<file path="src/rtl/instr_loader.sv">
// instr_loader: loads a byte stream into instruction memory, little-endian,
// and flags the program valid (done / cs_rom) once the whole image has been written.
//
// Optional feature: define LOADER_CHECKSUM_EN to require a trailing XOR
// checksum byte. A mismatch returns the loader to IDLE with err=1.
//
// Ports:
//   clk, rst_n   clock, asynchronous active-low reset
//   start        one-cycle load request (honoured in IDLE / DONE only)
//   word_count   instructions to load, 0 means 64
//   byte_in      stream data byte, qualified by byte_valid
//   byte_valid   byte_in valid
//   byte_ready   loader accepts a byte (LOAD / CHECK)
//   mem_we       byte write strobe, one cycle after acceptance
//   mem_addr     byte write address
//   mem_wdata    byte write data
//   cs_rom       CPU-side fetch enable, equal to done
//   busy         load in progress
//   done         load completed, program valid
//   err          checksum failure, sticky until the next accepted start
module instr_loader #(
  parameter int unsigned BYTE              = 8,
  parameter int unsigned INSTRUCTION_WIDTH = 32,
  parameter int unsigned ROM_DEPTH         = 256
) (
  input  logic                         clk,
  input  logic                         rst_n,
  input  logic                         start,
  input  logic [5:0]                   word_count,
  input  logic [BYTE-1:0]              byte_in,
  input  logic                         byte_valid,
  output logic                         byte_ready,
  output logic                         mem_we,
  output logic [INSTRUCTION_WIDTH-1:0] mem_addr,
  output logic [BYTE-1:0]              mem_wdata,
  output logic                         cs_rom,
  output logic                         busy,
  output logic                         done,
  output logic                         err
);

  localparam int unsigned CNT_W = 8;
  localparam int unsigned WC_W  = 6;
  localparam logic [CNT_W-1:0] CNT_MAX = CNT_W'(ROM_DEPTH - 1);

`ifdef LOADER_CHECKSUM_EN
  typedef enum logic [1:0] {IDLE = 2'd0, LOAD = 2'd1, CHECK = 2'd2, DONE = 2'd3} state_t;
`else
  typedef enum logic [1:0] {IDLE = 2'd0, LOAD = 2'd1, DONE = 2'd3} state_t;
`endif

  state_t            state_q, state_d;
  logic [CNT_W-1:0]  cnt_q;
  logic [WC_W-1:0]   wc_q;
  logic [WC_W-1:0]   wc_m1;
  logic [CNT_W-1:0]  last_idx;
  logic              accept_start;
  logic              xfer;
  logic              load_xfer;
  logic              load_end;
  logic              active_d;

  // Last byte index 4*N-1; N=0 wraps wc_m1 to 63, giving 255 (64 instructions).
  assign wc_m1    = wc_q - WC_W'(1);
  assign last_idx = {wc_m1, 2'b11};

  assign accept_start = start && (state_q == IDLE || state_q == DONE);
  assign xfer         = byte_valid && byte_ready;
  assign load_xfer    = xfer && (state_q == LOAD);
  // Counter bound also stops the load so no write can wrap past the memory.
  assign load_end     = (cnt_q == last_idx) || (cnt_q == CNT_MAX);

`ifdef LOADER_CHECKSUM_EN
  logic [BYTE-1:0] xor_q;
  logic            err_set;
`endif

  // Next-state logic.
  always_comb begin
    state_d = state_q;
`ifdef LOADER_CHECKSUM_EN
    err_set = 1'b0;
`endif
    case (state_q)
      IDLE, DONE: if (accept_start) state_d = LOAD;
      LOAD: begin
        if (load_xfer && load_end) begin
`ifdef LOADER_CHECKSUM_EN
          state_d = CHECK;
`else
          state_d = DONE;
`endif
        end
      end
`ifdef LOADER_CHECKSUM_EN
      CHECK: begin
        if (xfer) begin
          if (byte_in == xor_q) begin
            state_d = DONE;
          end else begin
            state_d = IDLE;
            err_set = 1'b1;
          end
        end
      end
`endif
      default: state_d = IDLE;
    endcase
  end

`ifdef LOADER_CHECKSUM_EN
  assign active_d = (state_d == LOAD) || (state_d == CHECK);
`else
  assign active_d = (state_d == LOAD);
`endif

  // State register.
  always_ff @(posedge clk or negedge rst_n) begin
    if (!rst_n) state_q <= IDLE;
    else        state_q <= state_d;
  end

  // Status outputs registered from the next state so they track the state exactly.
  always_ff @(posedge clk or negedge rst_n) begin
    if (!rst_n) begin
      byte_ready <= 1'b0;
      busy       <= 1'b0;
      done       <= 1'b0;
      cs_rom     <= 1'b0;
    end else begin
      byte_ready <= active_d;
      busy       <= active_d;
      done       <= (state_d == DONE);
      cs_rom     <= (state_d == DONE);
    end
  end

  // Memory write port: one-cycle-delayed copy of each accepted LOAD byte.
  always_ff @(posedge clk or negedge rst_n) begin
    if (!rst_n) begin
      mem_we    <= 1'b0;
      mem_addr  <= '0;
      mem_wdata <= '0;
    end else begin
      mem_we <= load_xfer;
      if (load_xfer) begin
        mem_addr  <= INSTRUCTION_WIDTH'(cnt_q);
        mem_wdata <= byte_in;
      end
    end
  end

  // Byte counter and latched word count.
  always_ff @(posedge clk or negedge rst_n) begin
    if (!rst_n) begin
      cnt_q <= '0;
      wc_q  <= '0;
    end else if (accept_start) begin
      cnt_q <= '0;
      wc_q  <= word_count;
    end else if (load_xfer) begin
      cnt_q <= load_end ? '0 : cnt_q + CNT_W'(1);
    end
  end

`ifdef LOADER_CHECKSUM_EN
  // Running XOR of LOAD bytes and sticky error flag.
  always_ff @(posedge clk or negedge rst_n) begin
    if (!rst_n) begin
      xor_q <= '0;
      err   <= 1'b0;
    end else begin
      if (accept_start)   xor_q <= '0;
      else if (load_xfer) xor_q <= xor_q ^ byte_in;
      if (accept_start)   err <= 1'b0;
      else if (err_set)   err <= 1'b1;
    end
  end
`else
  assign err = 1'b0;
`endif

endmodule

</file>
<file path="config.mk">
export PLATFORM = sky130hd
export DESIGN_NAME = instr_loader
export DESIGN_NICKNAME = d
export VERILOG_FILES = /design/src/rtl/instr_loader.sv
export SDC_FILE = /design/constraint.sdc
export NUM_CORES = 1
export LEC_CHECK = 0
export CAP_MARGIN = 20
export CORE_MARGIN = 2
export CORE_UTILIZATION = 35
export CTS_BUF_LIST = sky130_fd_sc_hd__clkbuf_4 sky130_fd_sc_hd__clkbuf_8 sky130_fd_sc_hd__clkbuf_16
export CTS_CLUSTER_DIAMETER = 150
export DETAILED_ROUTE_END_ITERATION = 12
export PLACE_DENSITY_LB_ADDON = 0.05
export SYNTH_ARGS = -nofsm -noshare
export SYNTH_HDL_FRONTEND = slang
export SYNTH_SLANG_ARGS = --single-unit
</file>
<file path="constraint.sdc">
create_clock -name clk -period 4.49 [get_ports clk]
set_input_delay 0.898 -clock clk [delete_from_list [all_inputs] [get_ports clk]]
set_output_delay 0.898 -clock clk [all_outputs]
set_load 0.01 [all_outputs]
</file>
# [Yosys cells after proc, flatten, opt, wreduce, memory -nomap -nowiden]
# Index checks and enable logic that the tools add are counted.
[totals] output_inout_bits=46 ramBits=0 inputBits=18 latchBits=0 memories=0 rom_bits=0 reg_bits=35 word_cells=31
[op_classes] mul=0 bitwise_logic=0 n_reduce_logical=9 n_shift=0 n_lt_le_gt_ge=0 mux=6 n_addsub=2 div_mod_pow=0 eq_ne=6
[ops] op="8-bit 2-to-1 mux" n=3
[ops] op="8-bit by 1-bit adder with 8-bit output, second input constant" n=1
[ops] op="8-bit equality test" n=1
[ops] op="8-bit equality test, second input constant" n=1
[ops] op="6-bit by 1-bit subtractor with 6-bit output, second input constant" n=1
[ops] op="2-bit by 1-bit equality test with 1-bit output, second input constant" n=2
[ops] op="2-bit equality test, second input constant" n=2
[ops] op="1-bit logical AND" n=4
[ops] op="2-bit 2-to-1 mux" n=2
[ops] op="2-bit case mux with 2 select lines" n=1
[ops] op="2-bit logical NOT" n=1
[ops] op="1-bit logical OR" n=2
[ops] op="2-bit nonzero test" n=1
[ops] op="2-bit OR reduction" n=1

# [Depth between registers and ports, before layout]
[logic_depth] ltp_word=7 depth_mapped=8 ltp_nobuf=8

# [Least setup slack after synthesis]
# No wires, ideal clock.
[synth_timing] kind="input-to-reg" startpoint="input port byte_valid" endpoint="register cnt_q[1]" path_stages=6 path_buffers=2 setup_time_ns=0.083 slack_ns=2.538 arrival_ns=1.869 required_ns=4.407 path_cell_list="nand3_1 > inv_1 > clkbuf_1 > buf_1 > nand3_1 > o21ai_0"
[synth_via] elab_chain_cells=3
[synth_rtl] element="start: declaration" line="31" text="input logic byte_valid,"
[synth_rtl] element="1-bit logical AND" line="68" text="assign xfer = byte_valid && byte_ready;"
[synth_rtl] element="1-bit logical AND" line="69" text="assign load_xfer = xfer && (state_q == LOAD);"
[synth_rtl] element="2-bit nonzero test (no line)"
[synth_rtl] element="end signal: assignment" line="162" text="cnt_q <= load_end ? '0 : cnt_q + CNT_W'(1);"
[synth_rtl] element="end: declaration" line="53" text="logic [CNT_W-1:0] cnt_q;"
# Every way passes these cells.
# A chain may end at the register's enable or synchronous reset.

# [Worst setup path in the final report]
[layout_timing] startpoint="input port byte_valid" endpoint="register cnt_q[4]"
# Same word-level chain as after synthesis.

==> impl_metrics.env <==
export IMPL_nNetsFinal=274
export IMPL_cts_buffers=5
export IMPL_critPathMaxFanout=29
export IMPL_diodes=0
export IMPL_critPathCaptureType="register"
export IMPL_die_h_um=77.79
export IMPL_seq_area_frac_synth_pct=45.96
export IMPL_drive_gt1_share_pct=6.349
export IMPL_dr_pass1_iters=4
export IMPL_synth_top_area_share_pct=45.96
export IMPL_grt_pass1_wl_um=6568
export IMPL_die_w_um=77.79
export IMPL_syn_inst=216
export IMPL_cts_resized=0
export IMPL_post_route_min_period_ps=2773
export IMPL_cts_hold_buf=0
export IMPL_vias=1449
export IMPL_crit_path_start="byte_valid"
export IMPL_dp_hpwl_um=2707
export IMPL_core_area_mm2=0.005172
export IMPL_status="finished clean"
export IMPL_ys_ff_latch=35
export IMPL_path_depth=8
export IMPL_start_kind="input pin"
export IMPL_drv_slew=0
export IMPL_synth_area_leader_cell="dfrtp_1"
export IMPL_crit_path_top_delay_cell="inv_1"
export IMPL_clock_path_buffers=2
export IMPL_finalCritPeriodShare_pct=61.76
export IMPL_netlist_area_mm2=0.001906
export IMPL_final_cell_mix="61 x nand2_1, 37 x clkdlybuf4s50_1, 35 x dfrtp_1"
export IMPL_via_per_inst=4.500
export IMPL_skew_ps=9.059
export IMPL_path_cells="clkdlybuf4s50_1 -> nand3_1 -> buf_4 -> inv_1 -> nand2_1 -> nor3_1 -> o21ai_0 -> a31oi_1"
export IMPL_layout_commonest_cell="nand2_1"
export IMPL_avgSynthCellArea_um2=8.822
export IMPL_setup_viol=0
export IMPL_worst_path_buf_inv=3
export IMPL_gr_usage_all_layers_pct=14.12
export IMPL_r2r_slack_ps=2150
export IMPL_start_util_pct=36.84
export IMPL_syn2layout_area_growth_pct=23.11
export IMPL_drt_initial_drc_count=89
export IMPL_dieArea_mm2=0.006051
export IMPL_grt_pass1_vias=1358
export IMPL_slowest_delay_ps=650
export IMPL_rr_endpoint="cnt_q[4]"
export IMPL_clkTransAtPathRegs_ps=70
export IMPL_setup_worst_path_class="input pin to register"
export IMPL_rows=26
export IMPL_routed_wl_um=3966
export IMPL_grt_max_degree=36
export IMPL_drc_errors=0
export IMPL_ios=64
export IMPL_finalSetupTns_ps=0
export IMPL_hold_viol=0
export IMPL_fillerInstances=532
export IMPL_clockRootBuffer="clkbuf_8"
export IMPL_hold_class="register to register"
export IMPL_async_flop_share_pct=100.0
export IMPL_p_per_area_mw_per_mm2=569.2
export IMPL_slew_headroom_pct=42.93
export IMPL_synth_area_leaders="dfrtp_1 46%, nand2_1 12%, buf_4 11%, ha_1 3.3%, o21ai_0 2.9%"
export IMPL_worstRegToRegCells=9
export IMPL_wire_per_inst_um=12.32
export IMPL_grt_remaining_overflow=0
export IMPL_clkSinkCount=35
export IMPL_tightest_slew_ps=855.1
export IMPL_routabilityCongestion=0.7380
export IMPL_path_delay_family="buffers and inverters"
export IMPL_leakagePower_uw=0.001149
export IMPL_worstSetupEndpoint="cnt_q[4]"
export IMPL_synthFlopType="dfrtp_1"
export IMPL_grt_setup_unrepaired="no"
export IMPL_synth_distinct_cells=34
export IMPL_reg2reg_from="state_q[1]"
export IMPL_io_buffers=38
export IMPL_max_freq_ghz=0.3606
export IMPL_crit_required_ps=4690
export IMPL_antenna_found_initial=0
export IMPL_cp_arrival_ps=2970
export IMPL_cts_tree="built"
export IMPL_insertion_delay_ps=290
export IMPL_synth_edf_count=0
export IMPL_cts_max_level=2
export IMPL_cap_violations=0
export IMPL_yosys_warnings=0
export IMPL_cts_setup_buffers=0
export IMPL_ant_nets=0
export IMPL_vdd_drop_max_uv=234.8
export IMPL_fin_util_pct=45.36
## tightest hold or removal path, stage by stage (launching register included)
cell and delay (ps):
dfrtp_1 350, nand2_1 50, nand2_1 50
## kinds of logic after synthesis
group / after synthesis / synth area share (%)
AND/OR/NAND/NOR: 89 / 19.83
buffers and inverters: 41 / 13.39
flip-flops: 35 / 45.96
AO/OA/AOI/OAI: 32 / 10.64
multiplexers: 7 / 3.939
XOR/XNOR: 6 / 2.758
adder cells (fa/ha/maj): 5 / 3.283
other: 1 / 0.1968
## where the power goes
part | switching, uW | internal (uW)
logic | 289 | 258
registers | 86.2 | 416
clock network | 120 | 165
total | 496 | 840
## synthesized netlist by cell type (2+ instances only)
master	number
nand2_1	61
dfrtp_1	35
buf_4	27
o21ai_0	11
a21oi_1	9
clkbuf_1	7
nand3_1	7
inv_1	6
ha_1	5
nor2_1	5
nor3_1	5
xor2_1	5
and3_1	4
mux2_2	4
mux2i_1	3
nand2b_1	3
a211oi_1	2
## layer usage
metal / track usage, % / part of all wire, % / vias up
met4: 5.357 / 1.3 / 0
met5: 0 / 0 / -
met1: 18.28 / 47 / 659
met2: 21.29 / 43 / 52
met3: 5.349 / 8.0 / 4
li1: - / - / 734
## flip-flops by register name (all words and copies together) (netlist names)
name,flops
cnt_q,8
busy,1
state_q,2
done,1
wc_q,6
mem_addr,8
mem_wdata,8
mem_we,1
## metrics by stage
step,area (um^2),setup slack (ps),hold WS (ps),std cells,total power (uW)
5_1_grt,2346,1557,517.2,322,1453
2_1_floorplan,1996,2538,478.8,240,853.1
3_5_place_dp,2233,1397,463.1,314,1064
3_3_place_gp,2233,1479,462.4,314,1060
4_1_cts,2346,1721,482.0,322,1355
6_report,2346,1717,475.7,322,1335
## how the worst min path moves through the flow
| stage | from | endpoint | slack (ps) | cells after the start |
|---|---|---|---|---|
| floorplan | cnt_q[1] | mem_addr[1] | 480 | 2 |
| global placement | mem_wdata[7] | mem_wdata[7] | 460 | 2 |
| detailed placement | mem_addr[4] | mem_addr[4] | 460 | 2 |
| CTS | mem_wdata[7] | mem_wdata[7] | 480 | 2 |
| global route | mem_addr[3] | mem_addr[3] | 520 | 2 |
| finish | mem_wdata[7] | mem_wdata[7] | 480 | 2 |
## cell type report
cell class,instances,area (um^2),area share [%]
tap,70,87.58,3.733
sequential,35,875.8,37.33
timing repair buffer,39,382.9,16.32
clock buffer,5,68.82,2.933
inverter,6,22.52,0.9600
multi-input combinational,164,864.6,36.85
clock inverter,3,43.79,1.867
(Power assumes the default switching activity.)
